===== config.mk =====
export PLATFORM = sky130hd
export DESIGN_NAME = spgd_sequencer
export DESIGN_NICKNAME = d
export VERILOG_FILES = /design/src/rtl/spgd_pkg.sv /design/src/rtl/spgd_lfsr.sv /design/src/rtl/spgd_sequencer.sv
export SDC_FILE = /design/constraint.sdc
export NUM_CORES = 1
export LEC_CHECK = 0
export CORE_ASPECT_RATIO = 0.75
export CORE_UTILIZATION = 48
export CTS_CLUSTER_SIZE = 20
export DETAILED_ROUTE_END_ITERATION = 7
export PLACE_DENSITY = 0.65
export SYNTH_ARGS = -nofsm -noshare
export SYNTH_HDL_FRONTEND = slang
export SYNTH_SLANG_ARGS = --single-unit
export TNS_END_PERCENT = 20

===== constraint.sdc =====
create_clock -name ADC_CLK -period 13.5 [get_ports ADC_CLK]
set_input_delay 2.7 -clock ADC_CLK [delete_from_list [all_inputs] [get_ports ADC_CLK]]
set_output_delay 2.7 -clock ADC_CLK [all_outputs]
set_load 0.05 [all_outputs]

===== src/rtl/spgd_pkg.sv =====
// Shared SPGD definitions: FSM state encoding, default widths and midscale helper.
`timescale 1ns/1ps
package spgd_pkg;

  typedef enum logic [2:0] {
    ST_IDLE,
    ST_SET_POS,
    ST_WAIT_POS,
    ST_SET_NEG,
    ST_WAIT_NEG,
    ST_UPDATE
  } spgd_state_e;

  localparam int unsigned SPGD_DAC_WIDTH    = 14;
  localparam int unsigned SPGD_METRIC_WIDTH = 12;

  function automatic int unsigned spgd_midscale(input int unsigned width);
    return 32'd1 << (width - 1);
  endfunction

  localparam int unsigned SPGD_MIDSCALE = spgd_midscale(SPGD_DAC_WIDTH);

endpackage


===== src/rtl/spgd_lfsr.sv =====
// 16-bit Fibonacci LFSR (taps 16,14,13,11) that steps only on the advance strobe.
`timescale 1ns/1ps
module spgd_lfsr #(
  parameter logic [15:0] SEED = 16'hACE1
) (
  input  logic        clk_i,
  input  logic        rst_i,
  input  logic        adv_i,
  output logic [15:0] state_o
);

  logic [15:0] lfsr_q;
  logic [15:0] lfsr_d;

  always_comb begin
    lfsr_d = lfsr_q;
    if (adv_i) begin
      lfsr_d = {lfsr_q[14:0], lfsr_q[15] ^ lfsr_q[13] ^ lfsr_q[12] ^ lfsr_q[10]};
    end
  end

  always_ff @(posedge clk_i or posedge rst_i) begin
    if (rst_i) begin
      lfsr_q <= SEED;
    end else begin
      lfsr_q <= lfsr_d;
    end
  end

  assign state_o = lfsr_q;

endmodule


===== src/rtl/spgd_sequencer.sv =====
// Two-channel SPGD sequencer: perturbs both DAC codes +/-DELTA, captures averaged
// metric for each sign, and steps the unperturbed codes along the measured gradient.
`timescale 1ns/1ps
module spgd_sequencer
  import spgd_pkg::*;
#(
  parameter int unsigned DAC_WIDTH     = SPGD_DAC_WIDTH,
  parameter int unsigned METRIC_WIDTH  = SPGD_METRIC_WIDTH,
  parameter int unsigned DELTA         = 64,
  parameter int unsigned GAIN_SHIFT    = 4,
  parameter int unsigned SETTLE_CYCLES = 16,
  parameter logic [15:0] LFSR_SEED     = 16'hACE1
) (
  input  logic                    ADC_CLK,
  input  logic                    RST,
  input  logic                    ENABLE,
  input  logic [METRIC_WIDTH-1:0] AVG_DATA,
  input  logic                    AVG_DONE,
  output logic                    AVG_RST,
  output logic [DAC_WIDTH-1:0]    DACA_CODE_OUT,
  output logic [DAC_WIDTH-1:0]    DACB_CODE_OUT,
  output logic [15:0]             ITER_COUNT,
  output logic                    BUSY
);

  localparam int unsigned SW = ((DAC_WIDTH > METRIC_WIDTH + 1) ? DAC_WIDTH : METRIC_WIDTH + 1) + 2;
  localparam int unsigned CNT_W = (SETTLE_CYCLES > 1) ? $clog2(SETTLE_CYCLES) : 1;
  localparam logic [CNT_W-1:0]     CNT_RELOAD = CNT_W'(SETTLE_CYCLES - 1);
  localparam logic [DAC_WIDTH-1:0] MIDSCALE   = DAC_WIDTH'(spgd_midscale(DAC_WIDTH));
  localparam logic signed [SW-1:0] DAC_MAX    = SW'((64'd1 << DAC_WIDTH) - 64'd1);
  localparam logic signed [SW-1:0] DELTA_S    = SW'(DELTA);

  spgd_state_e state_q, state_d;
  logic [CNT_W-1:0]        cnt_q, cnt_d;
  logic                    arm_q, arm_d;
  logic [DAC_WIDTH-1:0]    ua_q, ua_d, ub_q, ub_d;
  logic [DAC_WIDTH-1:0]    daca_q, daca_d, dacb_q, dacb_d;
  logic [METRIC_WIDTH-1:0] jpos_q, jpos_d, jneg_q, jneg_d;
  logic [15:0]             iter_q, iter_d;
  logic                    lfsr_adv;
  logic [15:0]             lfsr_w;
  logic                    unused_lfsr;

  logic signed [METRIC_WIDTH:0] diff, step;
  logic signed [SW-1:0]         step_ext;

  spgd_lfsr #(.SEED(LFSR_SEED)) u_lfsr (
    .clk_i   (ADC_CLK),
    .rst_i   (RST),
    .adv_i   (lfsr_adv),
    .state_o (lfsr_w)
  );

  assign unused_lfsr = ^lfsr_w[15:2];

  // Saturating base +/- offset, clamped to the DAC code range.
  function automatic logic [DAC_WIDTH-1:0] sat_add(input logic [DAC_WIDTH-1:0] base,
                                                   input logic signed [SW-1:0] offs,
                                                   input logic negate);
    logic signed [SW-1:0] sum;
    sum = $signed({{(SW-DAC_WIDTH){1'b0}}, base}) + (negate ? -offs : offs);
    if (sum[SW-1]) begin
      return '0;
    end else if (sum > DAC_MAX) begin
      return '1;
    end
    return sum[DAC_WIDTH-1:0];
  endfunction

  always_comb begin
    diff     = $signed({1'b0, jpos_q}) - $signed({1'b0, jneg_q});
    step     = diff >>> GAIN_SHIFT;
    step_ext = $signed({{(SW-METRIC_WIDTH-1){step[METRIC_WIDTH]}}, step});
  end

  always_comb begin
    state_d  = state_q;
    cnt_d    = CNT_RELOAD;
    arm_d    = 1'b0;
    ua_d     = ua_q;
    ub_d     = ub_q;
    jpos_d   = jpos_q;
    jneg_d   = jneg_q;
    iter_d   = iter_q;
    lfsr_adv = 1'b0;

    unique case (state_q)
      ST_IDLE: begin
        if (ENABLE) state_d = ST_SET_POS;
      end
      ST_SET_POS, ST_SET_NEG: begin
        if (!ENABLE) begin
          state_d = ST_IDLE;
        end else if (cnt_q == '0) begin
          state_d = (state_q == ST_SET_POS) ? ST_WAIT_POS : ST_WAIT_NEG;
        end else begin
          cnt_d = cnt_q - 1'b1;
        end
      end
      // arm_q is low on the first WAIT cycle so a result left over from the previous phase is skipped.
      ST_WAIT_POS, ST_WAIT_NEG: begin
        if (!ENABLE) begin
          state_d = ST_IDLE;
        end else if (arm_q && AVG_DONE) begin
          if (state_q == ST_WAIT_POS) begin
            jpos_d  = AVG_DATA;
            state_d = ST_SET_NEG;
          end else begin
            jneg_d  = AVG_DATA;
            state_d = ST_UPDATE;
          end
        end else begin
          arm_d = 1'b1;
        end
      end
      ST_UPDATE: begin
        ua_d     = sat_add(ua_q, step_ext, ~lfsr_w[0]);
        ub_d     = sat_add(ub_q, step_ext, ~lfsr_w[1]);
        iter_d   = iter_q + 16'd1;
        lfsr_adv = 1'b1;
        state_d  = ENABLE ? ST_SET_POS : ST_IDLE;
      end
      default: state_d = ST_IDLE;
    endcase
  end

  // DAC codes follow the current state, so they settle one cycle after each state entry.
  always_comb begin
    daca_d = daca_q;
    dacb_d = dacb_q;
    unique case (state_q)
      ST_IDLE: begin
        daca_d = ua_q;
        dacb_d = ub_q;
      end
      ST_SET_POS, ST_WAIT_POS: begin
        daca_d = sat_add(ua_q, DELTA_S, ~lfsr_w[0]);
        dacb_d = sat_add(ub_q, DELTA_S, ~lfsr_w[1]);
      end
      ST_SET_NEG, ST_WAIT_NEG: begin
        daca_d = sat_add(ua_q, DELTA_S, lfsr_w[0]);
        dacb_d = sat_add(ub_q, DELTA_S, lfsr_w[1]);
      end
      default: ;
    endcase
  end

  always_ff @(posedge ADC_CLK or posedge RST) begin
    if (RST) begin
      state_q <= ST_IDLE;
      cnt_q   <= CNT_RELOAD;
      arm_q   <= 1'b0;
      ua_q    <= MIDSCALE;
      ub_q    <= MIDSCALE;
      daca_q  <= MIDSCALE;
      dacb_q  <= MIDSCALE;
      jpos_q  <= '0;
      jneg_q  <= '0;
      iter_q  <= '0;
    end else begin
      state_q <= state_d;
      cnt_q   <= cnt_d;
      arm_q   <= arm_d;
      ua_q    <= ua_d;
      ub_q    <= ub_d;
      daca_q  <= daca_d;
      dacb_q  <= dacb_d;
      jpos_q  <= jpos_d;
      jneg_q  <= jneg_d;
      iter_q  <= iter_d;
    end
  end

  assign AVG_RST       = !(state_q == ST_WAIT_POS || state_q == ST_WAIT_NEG);
  assign BUSY          = (state_q != ST_IDLE);
  assign DACA_CODE_OUT = daca_q;
  assign DACB_CODE_OUT = dacb_q;
  assign ITER_COUNT    = iter_q;

endmodule


==> results.json <==
{
  "run_status": "completed",
  "top_layer": "met4",
  "skew_ns": 0.008594,
  "cp-start-kind": "flop",
  "final.period_utilization_pct": 40.91,
  "rsz0062_at_grt": "false",
  "p_per_area_mw_per_mm2": 240.5,
  "worstSkewPairLatency_ns": 0.42,
  "core_mm2": 0.01851,
  "fin_crit_ns": 5.523,
  "grt_max_degree": 77,
  "critical_path_required_ns": 10.80,
  "wl_met2_mm": 9.330,
  "min_from": "u_lfsr.state_o[6]$_DFFE_PP1N_",
  "portBuffers": 61,
  "holdBufCountCts": 0,
  "end_kind": "output port",
  "place_hpwl_mm": 16.53,
  "cts_resized": 0,
  "layout.nets": 1205,
  "area_delta_synth_final_pct": 15.49,
  "yosysTopAreaCell": "dfrtp_1",
  "cts_buffer_depth": 2,
  "io_pins": 62,
  "overflow": 0,
  "maxCapViolCount": 0,
  "async_reset_ff_share_pct": 100.0,
  "layout-drive-gt1-share_pct": 9.034,
  "diodes": 0,
  "slew_headroom_pct": 23.07,
  "via_per_inst": 5.626,
  "tns_ns": 0,
  "cp.arrival_ns": 2.82,
  "max_freq_mhz": 181.1,
  "yosys_most_used_dff": "dfrtp_1",
  "rr_endpoint": "ub_q[12]$_DFFE_PP0N_",
  "start_util_pct": 49.18,
  "wire_per_inst_um": 16.58,
  "grt_usage_pct": 24.58,
  "crit_type": "reg -> out",
  "netlist_instances": 1055,
  "path_clk_slew_ns": 0.06,
  "clkSinkCount": 120,
  "ant_nets": 0,
  "grt_pass1_vias": 7135,
  "finalSetupViolCount": 0,
  "place.gp.congestion": 0.9777,
  "grt_pass1_wl_mm": 37.70,
  "design_area_mm2": 0.01051,
  "final-hold-violation-count": 0,
  "routed_wl_mm": 22.63,
  "holdPathEnd": "u_lfsr.state_o[7]$_DFFE_PP1N_",
  "ir_drop_mv": 0.1452,
  "dieArea_mm2": 0.01952,
  "final_cells": 1365,
  "final_util_pct": 56.80,
  "rows": 43,
  "route.detailed.drc": 0,
  "worst_slew_pin_slew_ns": 1.139,
  "regToRegSetupSlack_ns": 8.01,
  "yosys_warnings": 0,
  "synth-edff-count": 0,
  "synth_area_leaders": "dfrtp_1 29%, ha_1 11%, nand2_1 6.0%",
  "worst-r2r-cell-count": 22,
  "hold_ws_ns": 0.4542,
  "ys_seq_elements": 120,
  "syn-num-nets": 1155,
  "met3WireLength_mm": 1.337,
  "r2r_start": "jpos_q[2]$_DFFE_PP0P_",
  "leakagePower_nw": 4.918,
  "seq_area_frac_synth_pct": 33.21,
  "postPlaceCellArea_mm2": 0.009889,
  "m1WireLength_mm": 11.71,
  "drtPass1Iterations": 5,
  "report.final.slew_viol_count": 0,
  "die_w_um": 161.0,
  "hold_path_class": "reg -> reg",
  "drtIter0Drc": 495,
  "post-cts-setup-buffer-count": 0,
  "syn_area_per_cell_um2": 8.628,
  "antenna_found_initial": 0,
  "holdPathStages": 2,
  "cts_buffers": 17,
  "synth_top_area_share_pct": 28.59,
  "vias": 7680,
  "htreeDepth": 4,
  "netlist_area_mm2": 0.009102,
  "cp_max_fo": 11,
  "cts-root-buf": "clkbuf_16",
  "die_h_um": 121.3,
  "post_synth_num_cell_types": 75,
  "placed_cells": 1333,
  "cts_tree": "yes"
}
[cell usage in the layout (no fill, tap or decap), types with 5 or more instances in the layout]
cell type	n
nand2_1	146
nor2_1	120
dfrtp_1	104
ha_1	78
xnor2_1	61
clkdlybuf4s50_1	61
o21ai_0	60
a21oi_1	59
inv_1	48
xor2_1	26
nand3_1	21
nand2b_1	20
nor3_1	20
o21a_1	19
clkbuf_16	17
dfstp_2	16
mux2_2	15
a21o_1	13
a31oi_1	12
o22ai_1	10
o21ai_1	9
o31a_1	9
nor2b_1	8
o21bai_1	8
and3_1	7
and2_1	7
a221o_1	7
a211oi_1	6
o21ai_2	6
fa_1	6
nor4_1	5
o211ai_1	5
or2_2	5
a22oi_1	5
buf_4	5
[worst max path at each step]
stage	startpoint	end	slack, ns
global placement	jpos_q[2]$_DFFE_PP0P_	ub_q[12]$_DFFE_PP0N_	8.18
finish	state_q[1]$_DFFE_PP0P_	BUSY	7.98
global route	jpos_q[2]$_DFFE_PP0P_	ub_q[12]$_DFFE_PP0N_	7.55
CTS	state_q[1]$_DFFE_PP0P_	BUSY	7.98
floorplan	RST	DACA_CODE_OUT[0]$_DFFE_PP0P_	7.64
detailed placement	jpos_q[2]$_DFFE_PP0P_	ub_q[10]$_DFFE_PP0N_	8.05
[worst max-delay path, cell delays in order, from the launching register on]
cell and delay (ns):
dfrtp_1 0.50, or2_2 0.42, nor2_1 0.52, inv_1 0.22, clkdlybuf4s50_1 0.75
[cell type report]
type	instances	area, um^2
tap	247	309.0
timing repair buffer	66	648.1
clock inverter	11	172.7
inverter	50	190.2
sequential	120	3023
multi-input combinational	850	5719
clock buffer	21	450.4
fill	1703	7995
[cell usage after synthesis, types with 4 or more instances]
master,count
o31a_1,9
a41o_1,4
fa_1,6
o21a_1,19
nor2b_1,8
a211oi_1,6
nand2b_1,20
a21oi_1,59
a221o_1,7
o22ai_2,4
xor2_1,26
nand3_1,21
and3_1,7
dfstp_2,16
o22ai_1,10
inv_1,49
nand2_1,146
nand4_1,4
o21ai_0,60
o21ai_2,6
o211ai_1,5
nor3_1,21
xnor2_1,61
mux2_2,15
nor4_1,5
nor2_1,121
a31oi_1,12
o21bai_1,8
buf_6,5
dfrtp_1,104
a21o_1,13
a22oi_1,5
a21boi_0,4
ha_1,78
or2_2,5
o21ai_1,9
and2_1,7
clkbuf_1,23
[flip-flops by register name (all words and copies together), names as in the netlist]
name / flops
ITER_COUNT: 16
state_q: 3
cnt_q: 4
jpos_q: 12
arm_q: 1
jneg_q: 12
ub_q: 14
ua_q: 14
DACB_CODE_OUT: 14
u_lfsr.state_o: 16
DACA_CODE_OUT: 14
[cell families (layout without fill, tap and decap cells)]
kind of cell               Yosys count  after routing  share of synthesized area, %
muxes                               18             18                         2.186
DFF                                120            120                         33.21
xor gates and xnor gates            91             91                         9.086
adders and majority gates           84             84                         12.04
buffers and inverters               85            148                         4.041
AOI/OAI and AO/OA                  281            281                         21.25
and+or+nand+nor                    376            376                         18.19
[report_power, final]
part | switching [mW] | leakage (nW) | total, mW | internal (mW)
clock | 0.171 | 0.301 | 0.485 | 0.314
combinational | 0.924 | 3.09 | 1.53 | 0.609
sequential | 0.0696 | 1.53 | 0.510 | 0.441
[routing by layer]
metal,vias up,GRT usage [%]
met2,206,34.64
met3,23,4.990
met1,3623,38.01
li1,3828,-
met5,-,0
met4,0,5.483
[per-stage QoR]
stage / power (mW) / setup WS [ns]
4_1_cts: 2.528 / 7.982
2_1_floorplan: 1.686 / 7.641
3_5_place_dp: 2.022 / 8.050
6_report: 2.528 / 7.977
3_3_place_gp: 2.010 / 8.182
5_1_grt: 2.732 / 7.545
Power figures use the tool's default switching activity.
